**config.mk**
```make
export PLATFORM = sky130hd
export DESIGN_NAME = matrix_core_sequencer
export DESIGN_NICKNAME = d
export VERILOG_FILES = /design/src/rtl/matrix_core_sequencer_pkg.sv /design/src/rtl/matrix_core_sequencer_mac.sv /design/src/rtl/matrix_core_sequencer.sv
export SDC_FILE = /design/constraint.sdc
export NUM_CORES = 1
export LEC_CHECK = 0
export ABC_AREA = 1
export CORE_MARGIN = 2
export CORE_UTILIZATION = 52
export CTS_CLUSTER_DIAMETER = 80
export DETAILED_ROUTE_END_ITERATION = 12
export GPL_TIMING_DRIVEN = 0
export PLACE_DENSITY = 0.81
export SYNTH_ARGS = -nofsm -noshare
export SYNTH_HDL_FRONTEND = slang
export SYNTH_SLANG_ARGS = --single-unit
```
**constraint.sdc**
```tcl
create_clock -name clk -period 9.25 [get_ports clk]
set_input_delay 1.85 -clock clk [delete_from_list [all_inputs] [get_ports clk]]
set_output_delay 1.85 -clock clk [all_outputs]
set_load 0.01 [all_outputs]
```
**src/rtl/matrix_core_sequencer_pkg.sv**
```systemverilog
// Shared constants, opcodes and FSM state type for the matrix-core sequencer.
package matrix_core_sequencer_pkg;

   localparam int unsigned DATA_WIDTH                 = 8;
   localparam int unsigned MAT_DIM                    = 4;
   localparam int unsigned X_DEPTH                    = MAT_DIM;
   localparam int unsigned FETCH_ENGINE_OPCODE_LENGTH = 4;

   localparam logic [FETCH_ENGINE_OPCODE_LENGTH-1:0] MATRIX_CORE_LOAD_W  = FETCH_ENGINE_OPCODE_LENGTH'(1);
   localparam logic [FETCH_ENGINE_OPCODE_LENGTH-1:0] MATRIX_CORE_LOAD_X  = FETCH_ENGINE_OPCODE_LENGTH'(2);
   localparam logic [FETCH_ENGINE_OPCODE_LENGTH-1:0] MATRIX_CORE_COMPUTE = FETCH_ENGINE_OPCODE_LENGTH'(3);

   typedef enum logic [3:0] {
      IDLE,
      LOAD_W,
      LOAD_X,
      RD_W,
      WT_W,
      RD_X,
      WT_X,
      OUT,
      DONE
   } seq_state_e;

   // Index width that stays at least one bit for degenerate sizes.
   function automatic int unsigned idx_w(input int unsigned n);
      return (n > 1) ? $clog2(n) : 1;
   endfunction

endpackage

```
**src/rtl/matrix_core_sequencer_mac.sv**
```systemverilog
// Accumulator for one y row: acc <= acc + a*b, all arithmetic modulo 2^DW.
module matrix_core_mac #(
   parameter int unsigned DW = 8
) (
   input  logic          clk,
   input  logic          rst_n,
   input  logic          clr_i,
   input  logic          en_i,
   input  logic [DW-1:0] a_i,
   input  logic [DW-1:0] b_i,
   output logic [DW-1:0] acc_o
);

   logic [DW-1:0] acc_q, acc_d;
   logic [DW-1:0] prod;

   assign prod  = a_i * b_i;
   assign acc_o = acc_q;

   always_comb begin
      acc_d = acc_q;
      if (clr_i) begin
         acc_d = '0;
      end else if (en_i) begin
         acc_d = acc_q + prod;
      end
   end

   always_ff @(posedge clk or negedge rst_n) begin
      if (!rst_n) begin
         acc_q <= '0;
      end else begin
         acc_q <= acc_d;
      end
   end

endmodule

```
**src/rtl/matrix_core_sequencer.sv**
```systemverilog
// Loads W and x into the matrix-core SRAM from the input stream, then computes
// y = W*x through the SRAM read port and streams one y word per row.
module matrix_core_sequencer #(
   parameter int unsigned DW      = matrix_core_sequencer_pkg::DATA_WIDTH,
   parameter int unsigned MAT_DIM = matrix_core_sequencer_pkg::MAT_DIM,
   parameter int unsigned OPW     = matrix_core_sequencer_pkg::FETCH_ENGINE_OPCODE_LENGTH,
   localparam int unsigned RW     = matrix_core_sequencer_pkg::idx_w(MAT_DIM)
) (
   input  logic           clk,
   input  logic           rst_n,
   input  logic           start_i,
   output logic           busy_o,
   output logic           done_o,
   input  logic           in_vld_i,
   output logic           in_rdy_o,
   input  logic [DW-1:0]  in_data_i,
   output logic           mem_we_o,
   output logic           mem_re_o,
   output logic           mem_vld_o,
   input  logic           mem_rdy_i,
   output logic [OPW-1:0] mem_state_o,
   output logic [DW-1:0]  mem_addr_o,
   output logic [DW-1:0]  mem_wdata_o,
   input  logic [DW-1:0]  mem_rdata_i,
   input  logic           mem_rdata_vld_i,
   output logic           y_vld_o,
   input  logic           y_rdy_i,
   output logic [DW-1:0]  y_data_o,
   output logic [RW-1:0]  y_row_o
);

   import matrix_core_sequencer_pkg::*;

   localparam int unsigned NW = MAT_DIM * MAT_DIM;
   localparam int unsigned CW = idx_w(NW);

   seq_state_e    state_q, state_d;
   logic [CW-1:0] cnt_q, cnt_d;
   logic [RW-1:0] row_q, row_d;
   logic [RW-1:0] col_q, col_d;
   logic [DW-1:0] w_q, w_d;
   logic          mac_clr;
   logic          mac_en;
   logic [DW-1:0] acc;

   matrix_core_mac #(.DW(DW)) u_mac (
      .clk   (clk),
      .rst_n (rst_n),
      .clr_i (mac_clr),
      .en_i  (mac_en),
      .a_i   (w_q),
      .b_i   (mem_rdata_i),
      .acc_o (acc)
   );

   assign y_data_o = acc;
   assign y_row_o  = row_q;

   always_ff @(posedge clk or negedge rst_n) begin
      if (!rst_n) begin
         state_q <= IDLE;
         cnt_q   <= '0;
         row_q   <= '0;
         col_q   <= '0;
         w_q     <= '0;
      end else begin
         state_q <= state_d;
         cnt_q   <= cnt_d;
         row_q   <= row_d;
         col_q   <= col_d;
         w_q     <= w_d;
      end
   end

   // Next state plus SRAM/stream decode; y_rdy only ever affects state, never mem_*.
   always_comb begin
      state_d     = state_q;
      cnt_d       = cnt_q;
      row_d       = row_q;
      col_d       = col_q;
      w_d         = w_q;
      mac_clr     = 1'b0;
      mac_en      = 1'b0;
      busy_o      = (state_q != IDLE);
      done_o      = 1'b0;
      in_rdy_o    = 1'b0;
      mem_we_o    = 1'b0;
      mem_re_o    = 1'b0;
      mem_vld_o   = 1'b0;
      mem_state_o = OPW'(MATRIX_CORE_LOAD_W);
      mem_addr_o  = '0;
      mem_wdata_o = '0;
      y_vld_o     = 1'b0;

      case (state_q)
         IDLE: begin
            if (start_i) begin
               state_d = LOAD_W;
               cnt_d   = '0;
            end
         end
         LOAD_W: begin
            in_rdy_o    = mem_rdy_i;
            mem_vld_o   = in_vld_i;
            mem_we_o    = 1'b1;
            mem_addr_o  = DW'(cnt_q);
            mem_wdata_o = in_data_i;
            if (in_vld_i && mem_rdy_i) begin
               if (cnt_q == CW'(NW - 1)) begin
                  state_d = LOAD_X;
                  cnt_d   = '0;
               end else begin
                  cnt_d = cnt_q + CW'(1);
               end
            end
         end
         LOAD_X: begin
            in_rdy_o    = mem_rdy_i;
            mem_vld_o   = in_vld_i;
            mem_we_o    = 1'b1;
            mem_state_o = OPW'(MATRIX_CORE_LOAD_X);
            mem_addr_o  = DW'(cnt_q);
            mem_wdata_o = in_data_i;
            if (in_vld_i && mem_rdy_i) begin
               if (cnt_q == CW'(MAT_DIM - 1)) begin
                  state_d = RD_W;
                  cnt_d   = '0;
                  row_d   = '0;
                  col_d   = '0;
                  mac_clr = 1'b1;
               end else begin
                  cnt_d = cnt_q + CW'(1);
               end
            end
         end
         RD_W: begin
            mem_re_o   = 1'b1;
            mem_vld_o  = 1'b1;
            mem_addr_o = DW'(row_q) * DW'(MAT_DIM) + DW'(col_q);
            if (mem_rdy_i) begin
               state_d = WT_W;
            end
         end
         WT_W: begin
            if (mem_rdata_vld_i) begin
               w_d     = mem_rdata_i;
               state_d = RD_X;
            end
         end
         RD_X: begin
            mem_re_o    = 1'b1;
            mem_vld_o   = 1'b1;
            mem_state_o = OPW'(MATRIX_CORE_LOAD_X);
            mem_addr_o  = DW'(col_q);
            if (mem_rdy_i) begin
               state_d = WT_X;
            end
         end
         WT_X: begin
            if (mem_rdata_vld_i) begin
               mac_en = 1'b1;
               if (col_q == RW'(MAT_DIM - 1)) begin
                  state_d = OUT;
               end else begin
                  col_d   = col_q + RW'(1);
                  state_d = RD_W;
               end
            end
         end
         OUT: begin
            y_vld_o = 1'b1;
            if (y_rdy_i) begin
               mac_clr = 1'b1;
               col_d   = '0;
               if (row_q == RW'(MAT_DIM - 1)) begin
                  row_d   = '0;
                  state_d = DONE;
               end else begin
                  row_d   = row_q + RW'(1);
                  state_d = RD_W;
               end
            end
         end
         DONE: begin
            done_o  = 1'b1;
            state_d = IDLE;
         end
         default: begin
            state_d = IDLE;
         end
      endcase
   end

endmodule
```
==> summary.md, run 1 <==
| Metric | Value |
|---|---|
| Die Span Y | `between 70 and 80 um` |
| Root Buffer | `clkbuf_8` |
| Congestion Overflow GR | `0` |
| Num CTS Buffers | `3` |
| Worst path max stage delay | `0.59 ns` |
| CP Data Required Time | `9.42 ns` |
| Main area contributors after synthesis | `dfrtp_1, nand2_1, fa_1, inv_1, ha_1` |
| Drt pass-1 iters | `4` |
| Min-delay src | `u_mac.acc_o[0]$_DFFE_PN0P_` |
| H-tree level count | `1` |
| Vias in the first global route | `2543` |
| Hold Crit Class | `register to register` |
| Antenna-violating nets left | `0` |
| Syn. warnings | `0` |
| RR Endpoint | `u_mac.acc_o[7]$_DFFE_PN0P_` |
| #FFs+latches synth | `28` |
| Global-route wire length before repair | `around 11 mm` |
| Routed length per instance | `12.1 um` |
| Met2 wire len | `3.16 mm` |
| Leakage power total | `0.00195 uW` |
| Synthesized cell area | `0.00289 mm^2` |
| Unique cell type count in the Yosys netlist | `37` |
| Worst-skew pair later-pin latency | `0.27 ns` |
| Worst R2R Setup Slack | `5.20 ns` |
| Drt drc | `0` |
| Worst Path Class, Setup | `input pin to register` |
| Vias | `2530` |
| Share of cells above drive strength 1 | `13.0%` |
| I/O pin total | `60` |
| Die X | `roughly 79 um` |
| Worst-margin pin slew | `0.653 ns` |
| Tmin final | `5.61 ns` |
| Commonest non-fill, non-tap cell in the layout | `nand2_1` |
| Iter 0 DRT Violations | `around 110` |
| Reg2Reg Depth | `20` |
| Fmax | `between 0.15 and 0.2 GHz` |
| Worst-path clk slew | `0.10 ns` |
| Placed cell count | `515` |
| Routed WL | `6.28 mm` |
| Pwr dens | `roughly 360 mW/mm^2` |
| CP Launch Type | `input pin` |
| CP max-delay cell | `clkdlybuf4s50_1` |
| GPL Wtd Cong | `0.861` |
| Top cell type's share of synthesized area | `between 20% and 30%` |
| Final setup viols | `0` |
| Final core utilization | `65.3%` |
| Max_slew headroom | `a little under three fifths` |
| Largest net degree at the start of global routing | `29` |
| Count of pins over their slew limit | `0` |
| Port bufs | `50` |
| Row count | `27` |
| Nets@finish | `around 510` |
| Fin cells | `519` |
| Fill cells | `between 400 and 500` |
| Arr. time, crit path | `5.78 ns` |
| Crit path max fanout | `6` |
| Syn Area/Cell | `7.45 um^2` |
| Post CTS Setup Buffer Count | `0` |
| Launch point of the critical path | `mem_rdata_i[3]` |
| Top Layer Used | `met4` |
| Hold Vio Cnt, Final | `0` |
| Met3 Wirelength | `308 um` |
| Core footprint | `0.00544 mm^2` |
| Hold_buf cts | `0` |
| Post-synth EDFFs | `0` |
| Max VDD drop | `roughly 0.00019 V` |
| Post-CTS Resized | `0` |
| DR vias/cell | `4.87` |
| Post-Route Setup TNS | `0 ns` |
| Cell mode on critical path | `nand2_1` |
| R2R Path Start | `w_q[1]$_DFFE_PN0P_` |
| Post-Syn Instances | `about 390` |
| Area grow syn2layout | `22.8%` |
| Outcome | `complete, no violations` |
| GRT Total Usage | `around 22%` |
| CTS tree | `done` |
| DRT met1 WL | `2.78 mm` |
| Hold Crit Depth | `1` |
| Initial core utilization | `53.2%` |
| Max-cap violations | `0` |
| Top cell type by total area after synthesis | `dfrtp_1` |
| DP Wirelength | `5.08 mm` |
| Most frequent cells in the layout | `nand2_1, inv_1, clkdlybuf4s50_1, dfrtp_1, nor2_1` |
| Skew final | `0.00167 ns` |
| Final Cycle Share | `60.7%` |
| Predominant post-synthesis flop cell | `dfrtp_1` |
| Post-synthesis sequential area ratio | `~24%` |
| Crit-path cells | `clkdlybuf4s50_1 > nand2_1 > fa_1 > fa_1 > inv_1 > fa_1 > inv_1 > fa_1 > inv_1 > ha_1 > nand2_1 > nand2_1 > nor2_1 > nand2_1 > nand2_1 > nand2_1 > nand2_1 > nand3_1 > nand3_1 > nand2_1` |
| Hold EP | `u_mac.acc_o[0]$_DFFE_PN0P_` |
| Die footprint | `0.00617 mm^2` |
| Critical Path End Type | `register` |
| Total clock sinks | `28` |
| Max Root-Sink Buffers | `2` |
| Initial antenna violation count | `0` |
| Antenna diode count | `0` |
| Async SR Flop Fraction | `100%` |
| Unrepaired setup endpoints after global routing | `no` |
sequential cells by signal (all words and copies together) (netlist names):
name / count
state_q: 4
u_mac.acc_o: 8
cnt_q: 4
y_row_o: 2
col_q: 2
w_q: 8
kinds of logic after synthesis:
logic type               Yosys count  synth area share, %
AND/OR/NAND/NOR                  166                 26.9
buffers and inverters            108                 15.1
adder cells (fa/ha/maj)           38                 21.1
AO/OA/AOI/OAI                     33                 7.62
flip-flops                        28                 24.2
multiplexers                       8                 3.12
XOR/XNOR                           6                 1.82
other                              1                0.130
synthesized netlist by cell type (6+ instances only):
cell	instances
buf_4	6
dfrtp_1	28
fa_1	18
ha_1	20
inv_1	88
inv_2	7
mux2_2	6
nand2_1	98
nand3_1	18
nor2_1	22
o21ai_0	7
o21ai_1	6
worst max-delay path by stage:
stage / end / cells after the start
finish: u_mac.acc_o[7]$_DFFE_PN0P_ / 20
global route: u_mac.acc_o[7]$_DFFE_PN0P_ / 20
CTS: u_mac.acc_o[7]$_DFFE_PN0P_ / 20
detailed placement: u_mac.acc_o[7]$_DFFE_PN0P_ / 20
global placement: u_mac.acc_o[7]$_DFFE_PN0P_ / 20
floorplan: u_mac.acc_o[7]$_DFFE_PN0P_ / 20
per-layer routing:
layer  global-route usage, %  vias up
met5                       0        -
met4                    3.68        0
met3                    2.53        4
met2                    39.1       69
met1                    28.4     1181
li1                        -     1276
stage by stage:
stage	hold slack, ns	instance area (um^2)	total power, uW	setup WS, ns
4_1_cts	0.546	3560	1300	3.63
2_1_floorplan	0.488	2910	938	4.01
5_1_grt	0.589	3550	1450	3.41
3_5_place_dp	0.522	3500	1220	3.34
6_report	0.539	3550	1290	3.64
3_3_place_gp	0.514	3500	1180	3.40
power by group:
group | switching, uW | internal, uW | leakage, uW
logic | 581 | 423 | 0.00156
clock network | 38.4 | 38.1 | 0.0000288
registers | 41.7 | 168 | 0.000366
cell type report:
class	instances	area [um^2]	area share, %
well taps	72	90.1	2.54
flip-flops and latches	28	701	19.7
plain buffers	13	80.1	2.26
clock buffers	4	55.1	1.55
multi-input cells	257	1770	49.9
inverters	95	357	10.0
repair buffers	50	495	14.0
worst max-delay path, delay by kind of cell:
kind,cells,cell delay [ns]
adder cells (fa/ha/maj),5,2.32
AND/OR/NAND/NOR,11,0.88
buffers and inverters,4,0.75
No activity file was read; power rests on OpenSTA's default activity.
==> inputs of run 2 (changes only) <==
clock period = 5.2 ns   (was 9.25 ns; I/O delays follow)
==> results of run 2 <==
The final DEF is identical to that of run 1. Status: complete, no violations.
Main changes from that run: setup slack after placement 3.34 ns -> 0.0981 ns; setup slack after layout 3.64 ns -> 0.397 ns; register-to-register setup slack 5.20 ns -> 1.15 ns; total power 1290 uW -> 2290 uW; worst IR drop on VDD 0.000186 V -> 0.000330 V
==> inputs of run 3 (changes only) <==
CAP_MARGIN = 20   (was not set)
CORE_UTILIZATION = 25   (was 52)
PLACE_DENSITY = not set   (was 0.81)
SETUP_SLACK_MARGIN = 0.4   (was not set)
==> summary.md, run 3 (synthesized netlist as in run 1, its figures left out) <==
| Metric | Value |
|---|---|
| Placed cell count | `587` |
| GRT Total Usage | `11.1%` |
| Skew final | `0.00262 ns` |
| CP Launch Type | `input pin` |
| Routed length per instance | `11.3 um` |
| Vias in the first global route | `2616` |
| Commonest non-fill, non-tap cell in the layout | `nand2_1` |
| Congestion Overflow GR | `0` |
| Comb pwr share | `76.2%` |
| Max-cap violations | `0` |
| Worst-margin pin slew | `0.804 ns` |
| Die Span Y | `112 um` |
| Fmax | `roughly 0.22 GHz` |
| Initial core utilization | `25.4%` |
| Total clock sinks | `28` |
| Antenna diode count | `0` |
| Initial antenna violation count | `0` |
| Drt pass-1 iters | `4` |
| Hold slack | `around 0.54 ns` |
| Drt drc | `0` |
| Part of the power in registers | `between 10% and 20%` |
| Pwr dens | `630 mW/mm^2` |
| Design internal power | `roughly 1100 uW` |
| Post CTS Setup Buffer Count | `0` |
| Hold Vio Cnt, Final | `0` |
| GPL Wtd Cong | `a little over 0.8` |
| Cell mode on critical path | `nand2_1` |
| Port bufs | `50` |
| Leakage power total | `0.00197 uW` |
| DR vias/cell | `4.23` |
| Tmin final | `4.47 ns` |
| Nets@finish | `between 500 and 600` |
| Outcome | `complete, no violations` |
| Count of pins over their slew limit | `0` |
| I/O pin total | `60` |
| Fill cells | `1236` |
| Final setup viols | `0` |
| Area grow syn2layout | `26.9%` |
| Row count | `39` |
| Fin cells | `590` |
| Crit path max fanout | `9` |
| Worst path max stage delay | `0.53 ns` |
| Max Root-Sink Buffers | `2` |
| Die X | `112 um` |
| Unrepaired setup endpoints after global routing | `no` |
| Clock power frac | `7.5%` |
| Iter 0 DRT Violations | `101` |
| Worst-skew pair later-pin latency | `0.26 ns` |
| Num CTS Buffers | `3` |
| Vias | `2498` |
| Crit-path cells | `buf_2 > nand2_1 > fa_1 > fa_1 > inv_1 > fa_1 > inv_1 > fa_1 > inv_1 > ha_1 > nand2_1 > nand2_1 > nor2_1 > nand2_1 > nand2_1 > nand2_1 > nand2_1 > nand3_1 > nand3_1 > nand2_1` |
| CP Data Required Time | `~5.4 ns` |
| Switching pwr | `1170 uW` |
| Most frequent cells in the layout | `nand2_1, inv_1, clkdlybuf4s50_1, dfrtp_1, nor2_1` |
| Root Buffer | `clkbuf_16` |
| Die footprint | `approximately 0.012 mm^2` |
| DP Wirelength | `~5.6 mm` |
| Hold Crit Class | `register to register` |
| Max_slew headroom | `46.3%` |
| Max VDD drop | `0.000219 V` |
| H-tree level count | `1` |
| Sw frac | `50.4%` |
| Final Cycle Share | `about 86%` |
| CTS tree | `done` |
| Routed WL | `6.64 mm` |
| Antenna-violating nets left | `0` |
| Arr. time, crit path | `roughly 4.6 ns` |
| Worst Path Class, Setup | `input pin to register` |
| Largest net degree at the start of global routing | `16` |
| Share of cells above drive strength 1 | `13.2%` |
| Worst-path clk slew | `0.07 ns` |
| Global-route wire length before repair | `11.6 mm` |
| Core footprint | `0.0114 mm^2` |
| Critical Path End Type | `register` |
| CP max-delay cell | `fa_1` |
[run 3: area by class of cell]
class	count	area [um^2]	area share (%)
Buffer	13	80.1	2.18
Timing Repair Buffer	51	505	13.8
Clock buffer	3	75.1	2.05
Multi-Input combinational cell	257	1770	48.3
Inverter	95	357	9.72
Sequential cell	28	701	19.1
Tap cell	143	179	4.88
[run 3: path summary, 6_finish.rpt]
path / startpoint / slack (ns) / endpoint / cells after the start
max in group asynchronous: rst_n / 3.39 / u_mac.acc_o[7]$_DFFE_PN0P_ / 2
max reg2reg: w_q[1]$_DFFE_PN0P_ / 1.16 / u_mac.acc_o[7]$_DFFE_PN0P_ / 20
min: w_q[7]$_DFFE_PN0P_ / 0.54 / w_q[7]$_DFFE_PN0P_ / 1
min reg2reg: w_q[7]$_DFFE_PN0P_ / 0.54 / w_q[7]$_DFFE_PN0P_ / 1
max: mem_rdata_i[1] / 0.73 / u_mac.acc_o[7]$_DFFE_PN0P_ / 20
min in group asynchronous: rst_n / 1.24 / cnt_q[2]$_DFFE_PN0P_ / 1
[run 3: repair_timing]
action | in CTS | in global routing
endpoints found under the setup margin | 1 | 1
hold buffers | 0 | 0
gates cloned | 0 | 0
hold endpoints to repair | 0 | 0
pin swaps | 0 | 0
gates resized for setup | 2 | 4
[run 3: layer usage]
metal	GRT usage [%]	wire, um
met5	0	0
met4	2.72	60
met3	1.69	271
met2	20.2	3240
met1	13.7	3060
[run 3: worst max-delay path: cells and delay by family]
kind                     cells  cell delay (ns)
AND/OR/NAND/NOR             11             0.91
adder cells (fa/ha/maj)      5             2.34
buffers and inverters        4             0.34
[run 3: metrics by stage]
step / total power, uW / utilization [%] / instance area (um^2) / setup TNS, ns / setup slack, ns
floorplan: 1670 / - / 2910 / 0 / 0.765
global placement: 2120 / 31.6 / 3590 / 0 / 0.0103
detailed placement: 2160 / 31.7 / 3600 / -0.0131 / -0.0131
CTS: 2350 / 32.3 / 3680 / 0 / 0.529
global route: 2640 / 32.3 / 3670 / 0 / 0.443
finish: 2310 / 32.3 / 3670 / 0 / 0.728
[run 3: power groups by stage]
stage / combinational [uW] / clock, uW / sequential, uW
final: 1760 / 174 / 375
after global routing: 2060 / 188 / 386
after CTS: 1790 / 180 / 374
after detailed placement: 1780 / 0 / 377
after global placement: 1740 / 0 / 375
after floorplan: 1300 / 0 / 372
